**src/rtl/net_router_flattened_pkg.sv**
```systemverilog
// net_router_flattened_pkg: shared packet type, widths and destination decode helper
package net_router_flattened_pkg;

    localparam int mask_length_gp = 8;
    localparam int net_router_cnt_width_gp = 16;

    typedef struct packed {
        logic                      valid;
        logic [mask_length_gp-1:0] ID;
        logic [15:0]               data;
    } net_packet_s;

    // Index of the lowest set ID bit; mask_length_gp when no bit is set
    function automatic int lowest_set(input logic [mask_length_gp-1:0] id);
        lowest_set = mask_length_gp;
        for (int b = mask_length_gp - 1; b >= 0; b--)
            if (id[b]) lowest_set = b;
    endfunction

endpackage

```
**src/rtl/net_fifo.sv**
```systemverilog
// net_fifo: per-source packet FIFO, accepts a write when full if it pops in the same cycle
module net_fifo #(
    parameter int width = 8,
    parameter int depth = 4
) (
    input  logic             clk,
    input  logic             reset_n,
    input  logic             enq,
    input  logic             deq,
    input  logic [width-1:0] din,
    output logic             full,
    output logic             empty,
    output logic [width-1:0] head
);
    localparam int aw = $clog2(depth);

    logic [width-1:0] mem [depth];
    logic [aw-1:0]    rd_ptr, wr_ptr;
    logic [aw:0]      count;
    logic             do_enq, do_deq;

    assign do_deq = deq && !empty;
    assign do_enq = enq && (!full || do_deq);
    assign full   = count == (aw + 1)'(depth);
    assign empty  = count == '0;
    assign head   = mem[rd_ptr];

    // Storage array; contents are don't-care while empty so it needs no reset
    always_ff @(posedge clk)
        if (do_enq) mem[wr_ptr] <= din;

    // Pointers and occupancy; pointers wrap naturally since depth is a power of two
    always_ff @(posedge clk or negedge reset_n)
        if (!reset_n) begin
            rd_ptr <= '0;
            wr_ptr <= '0;
            count  <= '0;
        end else begin
            if (do_enq) wr_ptr <= wr_ptr + 1'b1;
            if (do_deq) rd_ptr <= rd_ptr + 1'b1;
            count <= count + (aw + 1)'(do_enq) - (aw + 1)'(do_deq);
        end

endmodule

```
**src/rtl/net_router_flattened.sv**
```systemverilog
// net_router_flattened: buffered round-robin packet router between flattened cores
module net_router_flattened
    import net_router_flattened_pkg::*;
#(
    parameter int num_cores_p  = 4,
    parameter int fifo_depth_p = 4,
    localparam int pkt_w_lp    = $bits(net_packet_s)
) (
    input  logic                            clk,
    input  logic                            reset_n,
    input  logic [num_cores_p*pkt_w_lp-1:0] core_packet_flat_i,
    output logic [num_cores_p*pkt_w_lp-1:0] core_packet_flat_o,
    output logic [15:0]                     drop_count_o,
    output logic [15:0]                     misroute_count_o,
    output logic                            busy_o
);
    localparam int iw = num_cores_p > 1 ? $clog2(num_cores_p) : 1;
    localparam int cw = net_router_cnt_width_gp;

    net_packet_s            in_pkt   [num_cores_p];
    net_packet_s            head_pkt [num_cores_p];
    logic [iw-1:0]          head_dest[num_cores_p];
    logic [iw-1:0]          gnt_idx  [num_cores_p];
    logic [num_cores_p-1:0] in_ok, misroute, full, empty, deq, drop, gnt_vld, out_vld;
    logic [cw:0]            drop_sum, mis_sum;

    for (genvar i = 0; i < num_cores_p; i++) begin : g_src
        logic pop;
        assign in_pkt[i]    = core_packet_flat_i[i*pkt_w_lp +: pkt_w_lp];
        assign in_ok[i]     = in_pkt[i].valid && lowest_set(in_pkt[i].ID) < num_cores_p;
        assign misroute[i]  = in_pkt[i].valid && !in_ok[i];
        assign drop[i]      = in_ok[i] && full[i] && !pop;
        assign deq[i]       = pop;
        assign head_dest[i] = iw'(lowest_set(head_pkt[i].ID));

        // A FIFO pops when whichever output its head targets grants it
        always_comb begin
            pop = 1'b0;
            for (int j = 0; j < num_cores_p; j++)
                if (gnt_vld[j] && gnt_idx[j] == iw'(i)) pop = 1'b1;
        end

        net_fifo #(.width(pkt_w_lp), .depth(fifo_depth_p)) u_fifo (
            .clk    (clk),
            .reset_n(reset_n),
            .enq    (in_ok[i]),
            .deq    (deq[i]),
            .din    (in_pkt[i]),
            .full   (full[i]),
            .empty  (empty[i]),
            .head   (head_pkt[i])
        );
    end

    for (genvar j = 0; j < num_cores_p; j++) begin : g_dst
        logic [num_cores_p-1:0] req;
        logic                   vld;
        logic [iw-1:0]          idx, rr;
        net_packet_s            out_q;
        assign gnt_vld[j] = vld;
        assign gnt_idx[j] = idx;
        assign out_vld[j] = out_q.valid;
        assign core_packet_flat_o[j*pkt_w_lp +: pkt_w_lp] = out_q;

        // Search requesters starting at the round-robin pointer, wrapping around
        always_comb begin
            vld = 1'b0;
            idx = rr;
            for (int i = 0; i < num_cores_p; i++) req[i] = !empty[i] && head_dest[i] == iw'(j);
            for (int k = 0; k < num_cores_p; k++)
                if (!vld && req[(int'(rr) + k) % num_cores_p]) begin
                    vld = 1'b1;
                    idx = iw'((int'(rr) + k) % num_cores_p);
                end
        end

        // Advance the pointer past the winner and register the granted head
        always_ff @(posedge clk or negedge reset_n)
            if (!reset_n) begin
                rr    <= '0;
                out_q <= '0;
            end else begin
                if (vld) rr <= idx == iw'(num_cores_p - 1) ? '0 : idx + 1'b1;
                out_q <= vld ? head_pkt[idx] : '0;
            end
    end

    // Add all of this cycle's drop events to the current counts, one bit wider to catch overflow
    always_comb begin
        drop_sum = {1'b0, drop_count_o};
        mis_sum  = {1'b0, misroute_count_o};
        for (int i = 0; i < num_cores_p; i++) begin
            drop_sum = drop_sum + (cw + 1)'(drop[i]);
            mis_sum  = mis_sum + (cw + 1)'(misroute[i]);
        end
    end

    // Saturating drop and misroute counters
    always_ff @(posedge clk or negedge reset_n)
        if (!reset_n) begin
            drop_count_o     <= '0;
            misroute_count_o <= '0;
        end else begin
            drop_count_o     <= drop_sum[cw] ? '1 : drop_sum[cw-1:0];
            misroute_count_o <= mis_sum[cw] ? '1 : mis_sum[cw-1:0];
        end

    assign busy_o = !(&empty) || |out_vld;

endmodule
```
**config.mk**
```make
export PLATFORM = sky130hd
export DESIGN_NAME = net_router_flattened
export DESIGN_NICKNAME = d
export VERILOG_FILES = /design/src/rtl/net_router_flattened_pkg.sv /design/src/rtl/net_fifo.sv /design/src/rtl/net_router_flattened.sv
export SDC_FILE = /design/constraint.sdc
export NUM_CORES = 1
export LEC_CHECK = 0
export ABC_CLOCK_PERIOD_IN_PS = 7100
export BUFFER_PORTS_ARGS = -buffer_cell sky130_fd_sc_hd__buf_2
export CAP_MARGIN = 20
export CORE_ASPECT_RATIO = 1.1
export CORE_MARGIN = 4
export CORE_UTILIZATION = 59
export CTS_CLUSTER_DIAMETER = 120
export CTS_CLUSTER_SIZE = 14
export DETAILED_ROUTE_END_ITERATION = 8
export GPL_ROUTABILITY_DRIVEN = 0
export MAX_ROUTING_LAYER = met4
export PLACE_DENSITY = 0.82
export SETUP_SLACK_MARGIN = 0.2
export SLEW_MARGIN = 0
export SYNTH_ARGS = -nofsm -noshare
export SYNTH_HDL_FRONTEND = slang
export SYNTH_SLANG_ARGS = --single-unit
```
**constraint.sdc**
```tcl
create_clock -name clk -period 7.1 [get_ports clk]
set_clock_uncertainty 0.15 [all_clocks]
set_input_delay 0.71 -clock clk [delete_from_list [all_inputs] [get_ports clk]]
set_output_delay 0.71 -clock clk [all_outputs]
set_load 0.02 [all_outputs]
```
==> reports/results.ini <==
[finish]
drive_gt1_share_pct=28.1
fin_util_pct=67.9
layout_common_cells=400 x edfxtp_1, 233 x buf_2, 188 x mux2i_1
regArea_um2=16200
final_common_cell=edfxtp_1
instances_no_fill=2369
multi_input_area_um2=8120
n_fill_cell=2744
area_delta_synth_final_pct=13.1
fin_nets=1911

[die]
start_util_pct=60.0
fp.dieH_um=223
num_io_pins=235
die_area_um2=45500
rows=78
core_region_area_um2=41500
die_w_um=204

[synth]
syn_area_um2=24900
synth_cells=1498
avgSynthCellArea_um2=16.6
ys_warn_count=0
async_reset_ff_share_pct=29.6
synth_top_cell_area_share_pct=48.3
synth_top_area_cell=edfxtp_1
synthFlopType=edfxtp_1
yosysSeqAreaShare_pct=65.2
synth_edf_count=400
netlist-cell-type-count=72
synth-seq-cells=568
synth.area.top_cells=edfxtp_1 48%, dfrtp_1 17%, mux4_2 9.1%

[setup_path]
crit_start=g_src[3].u_fifo.rd_ptr[0]$_DFFE_PN0P_
r2r_end=drop_count_o[6]$_DFF_PN0_
cp_data_arrival_time_ps=6580
crit_required_ps=7390
endpoint_kind=flop
reg2reg_depth=21
setup.worst_path.class=reg2reg
start_kind=flop
r2r_start=g_src[3].u_fifo.rd_ptr[0]$_DFFE_PN0P_
regToRegSetupSlack_ps=810
crit_path_end=drop_count_o[6]$_DFF_PN0_
path_max_fanout=15

[cts]
cts_tree=yes
cts-root-buf=clkbuf_16
clkSlewWorstSetupHoldPaths_ps=70
numClockSinks=568
htree_levels=2
hold_buffers=0
clk_path_buf_depth=3
cts_buffers=46
clock_latency_ps=610

[sta]
holdWs_ps=112
fin_crit_sh_pct=88.6
rsz0062_at_grt=no
worst_pin_slew_ps=1060
setup_viol=0
hold_viol=0
slew_headroom_pct=29.4
tns_ps=0
drv_slew=0
fin_crit_ps=6290
max_clock_freq_mhz=159

[grt]
antenna_found_initial=13
grt.overflow.total=0
grt_pass1_vias=15600
groute.usage.overall_pct=28.2
grt_max_degree=109
grt_pass1_wl_mm=93.9

[worst_hold_path]
min_path_type=in2async

[drt]
wl_mm=62.3
first_iter_violations=1959
detail_route.wl_per_cell_um=26.3
via_per_inst=6.37
via_count=15100
ant_nets=0
drt_pass1_iterations=6
drc=0

[job]
cap_viol_max_count=0

[outcome]
outcome=finished, final reports clean

[placed_design]
dp.final_hpwl_mm=42.3
port_buffers=234
place_inst=2266

area by class of cell:
| cell class | count | share of cell area [%] |
|---|---|---|
| antenna | 15 | 0.133 |
| clock buffer | 82 | 4.64 |
| clock inverter | 3 | 0.147 |
| inverter | 61 | 0.813 |
| multi-input combinational | 809 | 28.9 |
| sequential | 568 | 57.6 |
| tap | 560 | 2.49 |
| timing repair buffer | 271 | 5.28 |
worst max-delay path, stage by stage, from the launching register on:
cell and delay [ps]:
dfrtp_4 610, mux4_2 660, nor2_1 230, a21oi_2 130
nor4b_4 630, o221ai_1 250, a21oi_2 310, inv_2 100
ha_1 200, o41ai_1 60, nand4_1 260, nor2_1 160
nand2_1 90, fa_1 520, inv_1 50, fa_1 490
fa_1 440, nand2_1 120, or3_1 170, nor2_1 100
nand3_2 220, o21ai_0 160
logic make-up (layout without fill, tap and decap cells):
kind of cell | count (synthesis) | after routing | share of synthesized area, %
other | 1 | 21 | 0.0151
muxes | 298 | 298 | 17.1
DFF | 568 | 568 | 65.2
xor gates and xnor gates | 38 | 38 | 1.34
adders and majority gates | 52 | 52 | 2.92
AOI/OAI and AO/OA | 181 | 181 | 5.90
buffers and inverters | 126 | 417 | 2.67
and+or+nand+nor | 234 | 234 | 4.93
what timing repair did:
item,in CTS,in global routing
gates resized for setup,0,9
buffers inserted,0,1
setup endpoints to repair,0,13
flip-flops by register name, summed over array words and instances, names as in the netlist:
signal               cells
g_src.u_fifo.wr_ptr      8
g_src.u_fifo.mem       400
g_src.u_fifo.rd_ptr      8
g_dst.rr                 8
drop_count_o            16
core_packet_flat_o     100
misroute_count_o        16
g_src.u_fifo.count      12
metrics by stage:
step           setup slack (ps)  cell area (um2)
6_report                    810            28100
5_1_grt                     384            28100
4_1_cts                     366            28000
3_5_place_dp                469            26700
3_3_place_gp                665            26700
2_1_floorplan              1220            24900
routing by layer:
metal  share of wire (%)  wire [um]  vias to the layer above  track usage (%)
met4                 5.6       3490                        0             13.8
met1                  38      23700                     7745             37.1
met3                 8.5       5270                      179             5.03
li1                    -          -                     6363                -
met5                   0          0                        -                -
met2                  48      29800                      810             43.1
synthesized netlist by cell type, drive strengths merged, types with 5 or more instances:
cell    count
nor2       53
nor4b       8
nor2b      10
a21oi      15
o22ai      94
nand2b      8
mux4      100
clkbuf     16
nand3      17
and2        8
o21ai      21
nor3       17
fa         10
nand4       9
mux2       10
inv        61
and3        6
mux2i     188
or4         5
xnor2      23
ha         42
nand2      64
edfxtp    400
or2         9
or3        10
dfrtp     168
o221ai      6
nor4        7
xor2       15
o41ai      13
buf        47
how the worst min path moves through the flow:
stage,to,cells past startpoint,from
final,g_dst[0].rr[1]$_DFFE_PN0P_,1,reset_n
after detailed placement,g_src[0].u_fifo.wr_ptr[0]$_DFFE_PN0P_,1,g_src[0].u_fifo.wr_ptr[0]$_DFFE_PN0P_
after CTS,g_src[0].u_fifo.mem[0][13]$_DFFE_PP_,1,core_packet_flat_i[13]
after floorplan,core_packet_flat_o[0]$_DFF_PN0_,0,reset_n
after global placement,g_dst[1].rr[0]$_DFFE_PN0P_,1,g_dst[1].rr[0]$_DFFE_PN0P_
after global routing,g_src[0].u_fifo.mem[3][13]$_DFFE_PP_,1,core_packet_flat_i[13]
Power is left out: the tool's default activity adds up to more than one toggle a clock period on the data nets, which glitch-free logic cannot reach.
